===== src/rtl/rv32i_instr_enc_if.sv =====
// Shared immediate-format type and the request/response bundle of the
// RV32I instruction encoder.
package rv32i_instr_enc_pkg;
  typedef enum logic [2:0] {
    IMM_I = 3'd0,
    IMM_S = 3'd1,
    IMM_B = 3'd2,
    IMM_U = 3'd3,
    IMM_J = 3'd4
  } imm_type_e;
endpackage

// Handshake: a transfer happens on a rising clock edge where valid and ready
// are both high. The request side (in_*) is driven by the producer, and the
// encoder answers with in_ready_o. The response side (out_*) is driven by the
// encoder, and the consumer answers with out_ready_i. A valid response keeps
// its payload stable until it is taken.
interface rv32i_instr_enc_if;
  import rv32i_instr_enc_pkg::*;

  logic        in_valid_i;
  logic        in_ready_o;
  logic [6:0]  in_opcode_i;
  logic [4:0]  in_rd_i;
  logic [2:0]  in_funct3_i;
  logic [4:0]  in_rs1_i;
  logic [4:0]  in_rs2_i;
  logic [31:0] in_imm_i;
  imm_type_e   in_imm_type_i;
  logic        out_valid_o;
  logic        out_ready_i;
  logic [31:0] out_instr_o;
  logic        out_err_o;

  modport master (
    output in_valid_i, in_opcode_i, in_rd_i, in_funct3_i, in_rs1_i,
           in_rs2_i, in_imm_i, in_imm_type_i, out_ready_i,
    input  in_ready_o, out_valid_o, out_instr_o, out_err_o
  );

  modport slave (
    input  in_valid_i, in_opcode_i, in_rd_i, in_funct3_i, in_rs1_i,
           in_rs2_i, in_imm_i, in_imm_type_i, out_ready_i,
    output in_ready_o, out_valid_o, out_instr_o, out_err_o
  );
endinterface


===== src/rtl/rv32i_instr_enc.sv =====
// Streaming RV32I instruction encoder: it checks the immediate against the
// selected format, packs the instruction word and queues it in a small FIFO.
module rv32i_instr_enc
  import rv32i_instr_enc_pkg::*;
#(
  parameter int FIFO_DEPTH = 2,
  parameter bit DROP_ERR   = 1'b1,
  parameter int CNT_W      = 16
) (
  input  logic             clk_i,
  input  logic             rst_i,
  rv32i_instr_enc_if.slave bus,
  output logic             err_pulse_o,
  output logic [CNT_W-1:0] enc_count_o,
  output logic [CNT_W-1:0] err_count_o
);

  localparam int AW = $clog2(FIFO_DEPTH);
  localparam int OW = AW + 1;

  logic [AW-1:0] wr_ptr_q;
  logic [AW-1:0] rd_ptr_q;
  logic [OW-1:0] occ_q;
  logic [32:0]   mem_q [FIFO_DEPTH];

  logic [31:0] imm;
  logic [31:0] enc_word;
  logic        enc_err;
  logic        accept;
  logic        push;
  logic        pop;

  assign imm = bus.in_imm_i;

  // Format check and bit packing of the current request; unused fields stay zero.
  always_comb begin
    enc_word = '0;
    enc_err  = 1'b0;
    case (bus.in_imm_type_i)
      IMM_I: begin
        enc_err  = !((&imm[31:11]) || !(|imm[31:11]));
        enc_word = {imm[11:0], bus.in_rs1_i, bus.in_funct3_i, bus.in_rd_i,
                    bus.in_opcode_i};
      end
      IMM_S: begin
        enc_err  = !((&imm[31:11]) || !(|imm[31:11]));
        enc_word = {imm[11:5], bus.in_rs2_i, bus.in_rs1_i, bus.in_funct3_i,
                    imm[4:0], bus.in_opcode_i};
      end
      IMM_B: begin
        enc_err  = !((&imm[31:12]) || !(|imm[31:12])) || imm[0];
        enc_word = {imm[12], imm[10:5], bus.in_rs2_i, bus.in_rs1_i,
                    bus.in_funct3_i, imm[4:1], imm[11], bus.in_opcode_i};
      end
      IMM_U: begin
        enc_err  = |imm[11:0];
        enc_word = {imm[31:12], bus.in_rd_i, bus.in_opcode_i};
      end
      IMM_J: begin
        enc_err  = !((&imm[31:20]) || !(|imm[31:20])) || imm[0];
        enc_word = {imm[20], imm[10:1], imm[11], imm[19:12], bus.in_rd_i,
                    bus.in_opcode_i};
      end
      default: begin
        enc_err  = 1'b1;
        enc_word = '0;
      end
    endcase
  end

  // No pop-to-push pass-through: a full FIFO refuses requests even if the
  // consumer is draining in the same cycle.
  assign bus.in_ready_o  = !rst_i && (occ_q < OW'(FIFO_DEPTH));
  assign accept          = bus.in_valid_i && bus.in_ready_o;
  assign push            = accept && (!enc_err || !DROP_ERR);
  assign bus.out_valid_o = (occ_q != '0);
  assign pop             = bus.out_valid_o && bus.out_ready_i;

  // Head entry is masked to zero when the FIFO is empty so no stale word shows.
  assign bus.out_instr_o = bus.out_valid_o ? mem_q[rd_ptr_q][31:0] : '0;
  assign bus.out_err_o   = bus.out_valid_o ? mem_q[rd_ptr_q][32] : 1'b0;

  // Pointers, occupancy, error pulse and saturating statistics.
  always_ff @(posedge clk_i) begin
    if (rst_i) begin
      wr_ptr_q    <= '0;
      rd_ptr_q    <= '0;
      occ_q       <= '0;
      err_pulse_o <= 1'b0;
      enc_count_o <= '0;
      err_count_o <= '0;
    end else begin
      if (push) wr_ptr_q <= wr_ptr_q + 1'b1;
      if (pop)  rd_ptr_q <= rd_ptr_q + 1'b1;
      if (push && !pop)      occ_q <= occ_q + 1'b1;
      else if (!push && pop) occ_q <= occ_q - 1'b1;
      err_pulse_o <= accept && enc_err;
      if (push && !(&enc_count_o))
        enc_count_o <= enc_count_o + 1'b1;
      if (accept && enc_err && !(&err_count_o))
        err_count_o <= err_count_o + 1'b1;
    end
  end

  // Entry storage; contents need no reset because the head is masked when empty.
  always_ff @(posedge clk_i) begin
    if (push) mem_q[wr_ptr_q] <= {enc_err, enc_word};
  end

endmodule


===== src/flat_wrapper.sv =====
// flat-port wrapper written by rule: the top's interface ports become plain ports
module rv32i_instr_enc_flat import rv32i_instr_enc_pkg::*;
#(
  parameter int FIFO_DEPTH = 2,
  parameter bit DROP_ERR   = 1'b1,
  parameter int CNT_W      = 16
)
  (clk_i, rst_i, err_pulse_o, enc_count_o, err_count_o, bus_in_valid_i, bus_in_opcode_i, bus_in_rd_i, bus_in_funct3_i, bus_in_rs1_i, bus_in_rs2_i, bus_in_imm_i, bus_in_imm_type_i, bus_out_ready_i, bus_in_ready_o, bus_out_valid_o, bus_out_instr_o, bus_out_err_o);
  rv32i_instr_enc_if bus_i ();
  input  logic clk_i;
  input  logic rst_i;
  output logic err_pulse_o;
  output logic [CNT_W-1:0] enc_count_o;
  output logic [CNT_W-1:0] err_count_o;
  input wire logic [$bits(bus_i.in_valid_i)-1:0] bus_in_valid_i;
  input wire logic [$bits(bus_i.in_opcode_i)-1:0] bus_in_opcode_i;
  input wire logic [$bits(bus_i.in_rd_i)-1:0] bus_in_rd_i;
  input wire logic [$bits(bus_i.in_funct3_i)-1:0] bus_in_funct3_i;
  input wire logic [$bits(bus_i.in_rs1_i)-1:0] bus_in_rs1_i;
  input wire logic [$bits(bus_i.in_rs2_i)-1:0] bus_in_rs2_i;
  input wire logic [$bits(bus_i.in_imm_i)-1:0] bus_in_imm_i;
  input wire logic [$bits(bus_i.in_imm_type_i)-1:0] bus_in_imm_type_i;
  input wire logic [$bits(bus_i.out_ready_i)-1:0] bus_out_ready_i;
  output wire logic [$bits(bus_i.in_ready_o)-1:0] bus_in_ready_o;
  output wire logic [$bits(bus_i.out_valid_o)-1:0] bus_out_valid_o;
  output wire logic [$bits(bus_i.out_instr_o)-1:0] bus_out_instr_o;
  output wire logic [$bits(bus_i.out_err_o)-1:0] bus_out_err_o;
  assign bus_i.in_valid_i = bus_in_valid_i;
  assign bus_i.in_opcode_i = bus_in_opcode_i;
  assign bus_i.in_rd_i = bus_in_rd_i;
  assign bus_i.in_funct3_i = bus_in_funct3_i;
  assign bus_i.in_rs1_i = bus_in_rs1_i;
  assign bus_i.in_rs2_i = bus_in_rs2_i;
  assign bus_i.in_imm_i = bus_in_imm_i;
  assign bus_i.in_imm_type_i = bus_in_imm_type_i;
  assign bus_i.out_ready_i = bus_out_ready_i;
  assign bus_in_ready_o = bus_i.in_ready_o;
  assign bus_out_valid_o = bus_i.out_valid_o;
  assign bus_out_instr_o = bus_i.out_instr_o;
  assign bus_out_err_o = bus_i.out_err_o;
  rv32i_instr_enc #(.FIFO_DEPTH(FIFO_DEPTH), .DROP_ERR(DROP_ERR), .CNT_W(CNT_W)) u_core (.clk_i(clk_i), .rst_i(rst_i), .bus(bus_i), .err_pulse_o(err_pulse_o), .enc_count_o(enc_count_o), .err_count_o(err_count_o));
endmodule

===== config.mk =====
export PLATFORM = sky130hd
export DESIGN_NAME = rv32i_instr_enc_flat
export DESIGN_NICKNAME = d
export VERILOG_FILES = /design/src/rtl/rv32i_instr_enc_if.sv /design/src/rtl/rv32i_instr_enc.sv /design/src/flat_wrapper.sv
export SDC_FILE = /design/constraint.sdc
export NUM_CORES = 1
export LEC_CHECK = 0
export ABC_AREA = 1
export CORE_ASPECT_RATIO = 2
export CORE_MARGIN = 1
export CORE_UTILIZATION = 35
export CTS_BUF_LIST = sky130_fd_sc_hd__clkbuf_8
export DETAILED_ROUTE_END_ITERATION = 12
export HOLD_SLACK_MARGIN = 0.12
export SLEW_MARGIN = 20
export SYNTH_ARGS = -nofsm -noshare
export SYNTH_HDL_FRONTEND = slang
export SYNTH_SLANG_ARGS = --single-unit

===== constraint.sdc =====
create_clock -name clk_i -period 3.5 [get_ports clk_i]
set_input_delay 0.525 -clock clk_i [delete_from_list [all_inputs] [get_ports clk_i]]
set_output_delay 0.525 -clock clk_i [all_outputs]
set_load 0.02 [all_outputs]

==> results by group <==
Status
  – Status: completed

Hold path
  – Hold path startpoint: u_core.rd_ptr_q$_SDFFE_PP0P_
  – Hold Path End: u_core.rd_ptr_q$_SDFFE_PP0P_
  – Worst Hold Class: reg -> reg
  – Hold path depth: 2

Clock tree
  – CTS tree: yes
  – CTS Buf Count: 9
  – Post-CTS setup buffers: 0
  – Post-cts sizing count: 0
  – Root Buffer: clkbuf_8
  – Worst skew pair latency: approximately 0.37 ns
  – Longest Clk Path Bufs: 2
  – Clk slew on worst S/H paths: about 0.10 ns
  – CTS sink cnt: between 100 and 150
  – Post-CTS Hold Fix Bufs: 0
  – H-Tree Depth: 3

Critical path
  – R2R Path End: u_core.err_count_o[14]$_SDFFE_PP0P_
  – CP delay by family, top: buffers and inverters
  – Req. time, crit path: about 3.0 ns
  – Critical path's slowest cell: clkdlybuf4s50_1
  – Critical Path Source Type: flip-flop
  – CP peak stage delay: 0.67 ns
  – R2r startpoint: u_core.err_count_o[0]$_SDFFE_PP0P_
  – Worst endpoint data arrival time: 2.33 ns
  – FF-to-FF setup slack: between 1.5 and 2 ns
  – CP Cell Sequence: inv_1 > buf_4 > nand2_1 > a21oi_1 > clkdlybuf4s50_1
  – CP Max Fanout: 24
  – R2r worst-path depth: 10
  – Setup crit end kind: output pin
  – Setup CP Type: reg -> out
  – CP Buf/Inv Count: 3

Placed design
  – PortBufs: between 100 and 150
  – Cells after DPL: ~1100
  – Gpl congestion: 0.8632
  – DP HPWL: about 11 mm

Timing
  – Slew Limit Fails: 0
  – RSZ-0062 raised after global routing: false
  – Slew at the pin with the worst max-slew slack: approximately 0.48 ns
  – Period Utilization, post-route: 0.8145
  – Final Hold Viols: 0
  – Worst clock skew: roughly 0.007 ns
  – Setup violations, final: 0
  – TNS Setup: 0 ns
  – Highest Clock Rate: ~350 MHz
  – Max_slew headroom: 0.6771
  – Fin crit period: about 2.9 ns

Routing
  – Detailed Route Iter0 Violations: about 210
  – Drt pass-1 iters: 4
  – Vias: about 5000
  – # DRC: 0
  – Total length of routed wires: between 15 and 20 mm
  – Avg WL per Cell: roughly 14 um
  – Vias per inst: ~4.7
  – DRT antenna net count: 0

Synth
  – Sequential area share after synthesis: 0.4884
  – Top_reg_cell synth: edfxtp_1
  – Post-synth EDFFs: 66
  – Synth area leaders: edfxtp_1, nand2_1, dfxtp_1, nor2_1, inv_1
  – Cells after Synth: 750
  – Netlist cell types: 36
  – Mean Syn Cell Area: approximately 7.5 um2
  – Syn_nets: just over 800
  – FFs w/ async S/R, synth: 0
  – Post-synth top area share: 0.3529
  – Synthesized area: 5615 um2
  – Warnings, synthesis: 0
  – FF+latch count, synth: ~100
  – Synth area leader: edfxtp_1

Layout
  – Nets: between 900 and 1000
  – FF+latch area: 2743 um2
  – Area of the multi-input gates: 2359 um2
  – Commonest non-fill, non-tap cells in the layout: nand2_1, clkdlybuf4s50_1, nor2_1
  – Layout Cells excl Fill: 1086
  – Number of diodes: 0
  – Fillers: around 1600
  – Most common cell after layout, fill and taps aside: nand2_1
  – Share of cells above drive strength 1: 0.05876
  – Layout area overhead: 31.51%

Global route
  – First-pass GRT wire length: 24.97 mm
  – GRT overflow: 0
  – Initial antenna violation count: 0
  – Total Routing Usage GR: 0.1949
  – Largest net degree at the start of global routing: 34
  – Number of global-route vias before repair: between 5000 and 6000

Floorplan
  – Die Height: around 180 um
  – Starting Density: 0.3578
  – Die Width: between 90 and 100 um
  – DIE AREA: about 17000 um2
  – Core area: about 16000 um2
  – I/O Pins: roughly 130
  – Std cell rows: 65

Pwr
  – Pleak: ~3.0 nW
  – Max VDD drop: between 0.2 and 0.25 mV
  – Pwr/cell area: approximately 430 nW/um2

Job
  – Maximum capacitance violations: 0
## metrics by stage
stage / hold WS, ns / total power [W] / utilization / area (um2) / worst slack [ns]
final: 0.4810 / 0.003139 / 0.4705 / 7385 / 0.6491
after global routing: 0.5032 / 0.003311 / 0.4705 / 7385 / 0.5183
after global placement: 0.4559 / 0.002438 / 0.4582 / 7192 / 0.6317
after floorplan: 0.4444 / 0.001945 / - / 5615 / 0.1791
after CTS: 0.4811 / 0.003185 / 0.4705 / 7385 / 0.6022
after detailed placement: 0.4632 / 0.002442 / 0.4582 / 7192 / 0.5704
## power by group
part / switching, W / internal (W) / leakage [nW]
clock network: 0.000459 / 0.000280 / 0.0997
logic: 0.000616 / 0.000411 / 1.98
registers: 0.0000206 / 0.00135 / 0.913
total: 0.00110 / 0.00204 / 2.99
## flip-flops by register name (all words and copies together), names as in the netlist, named ones only
signal	count
u_core.mem_q	66
u_core.enc_count_o	16
u_core.err_count_o	16
u_core.occ_q	2
u_core.err_pulse_o	1
u_core.rd_ptr_q	1
u_core.wr_ptr_q	1
## per-layer routing
layer  vias to the layer above  wire, um  track usage
li1                       2674         -            -
met1                      2330      5797       0.1997
met2                       120      8550       0.3693
met3                        26       725      0.03872
met4                         0       467      0.09079
met5                         -         0            0
## tightest hold or removal path: cells and delay by family, from the launching register on
family | cells | cell delay, ns
DFF | 1 | 0.31
buffers and inverters | 1 | 0.07
AOI/OAI and AO/OA | 1 | 0.06
## cell usage after synthesis, drive strengths merged, types with 7 or more instances
cell and count:
nand2 219, nor2 133, inv 104, edfxtp 66, a21oi 40, dfxtp 38, nand4 38, o21ai 30
nand3 25, clkbuf 16, buf 10, nor3 7
## kinds of logic after synthesis
| kind of cell | count (synthesis) | synth area share |
|---|---|---|
| xor gates and xnor gates | 4 | 0.006240 |
| and+or+nand+nor | 427 | 0.3284 |
| DFF | 104 | 0.4884 |
| buffers and inverters | 132 | 0.09336 |
| adders and majority gates | 3 | 0.006685 |
| AOI/OAI and AO/OA | 80 | 0.07687 |
## how the worst max path moves through the flow
stage / slack [ns] / cells past startpoint / end
floorplan: 0.18 / 6 / u_core.mem_q[1][0]$_DFFE_PP_
global placement: 0.63 / 16 / u_core.occ_q[1]$_SDFFE_PP0P_
detailed placement: 0.57 / 16 / u_core.occ_q[1]$_SDFFE_PP0P_
CTS: 0.60 / 5 / bus_out_instr_o[7]
global route: 0.52 / 5 / bus_out_instr_o[7]
finish: 0.65 / 5 / bus_out_instr_o[7]
## area by class of cell
type / count / area share
Sequential cell: 104 / 0.3714
Multi-Input combinational cell: 514 / 0.3194
Timing Repair Buffer: 145 / 0.1952
Inverter: 106 / 0.05388
Tap cell: 201 / 0.03406
Clock buffer: 9 / 0.01677
Clock inverter: 7 / 0.009319
No activity file was read; power rests on OpenSTA's default activity.
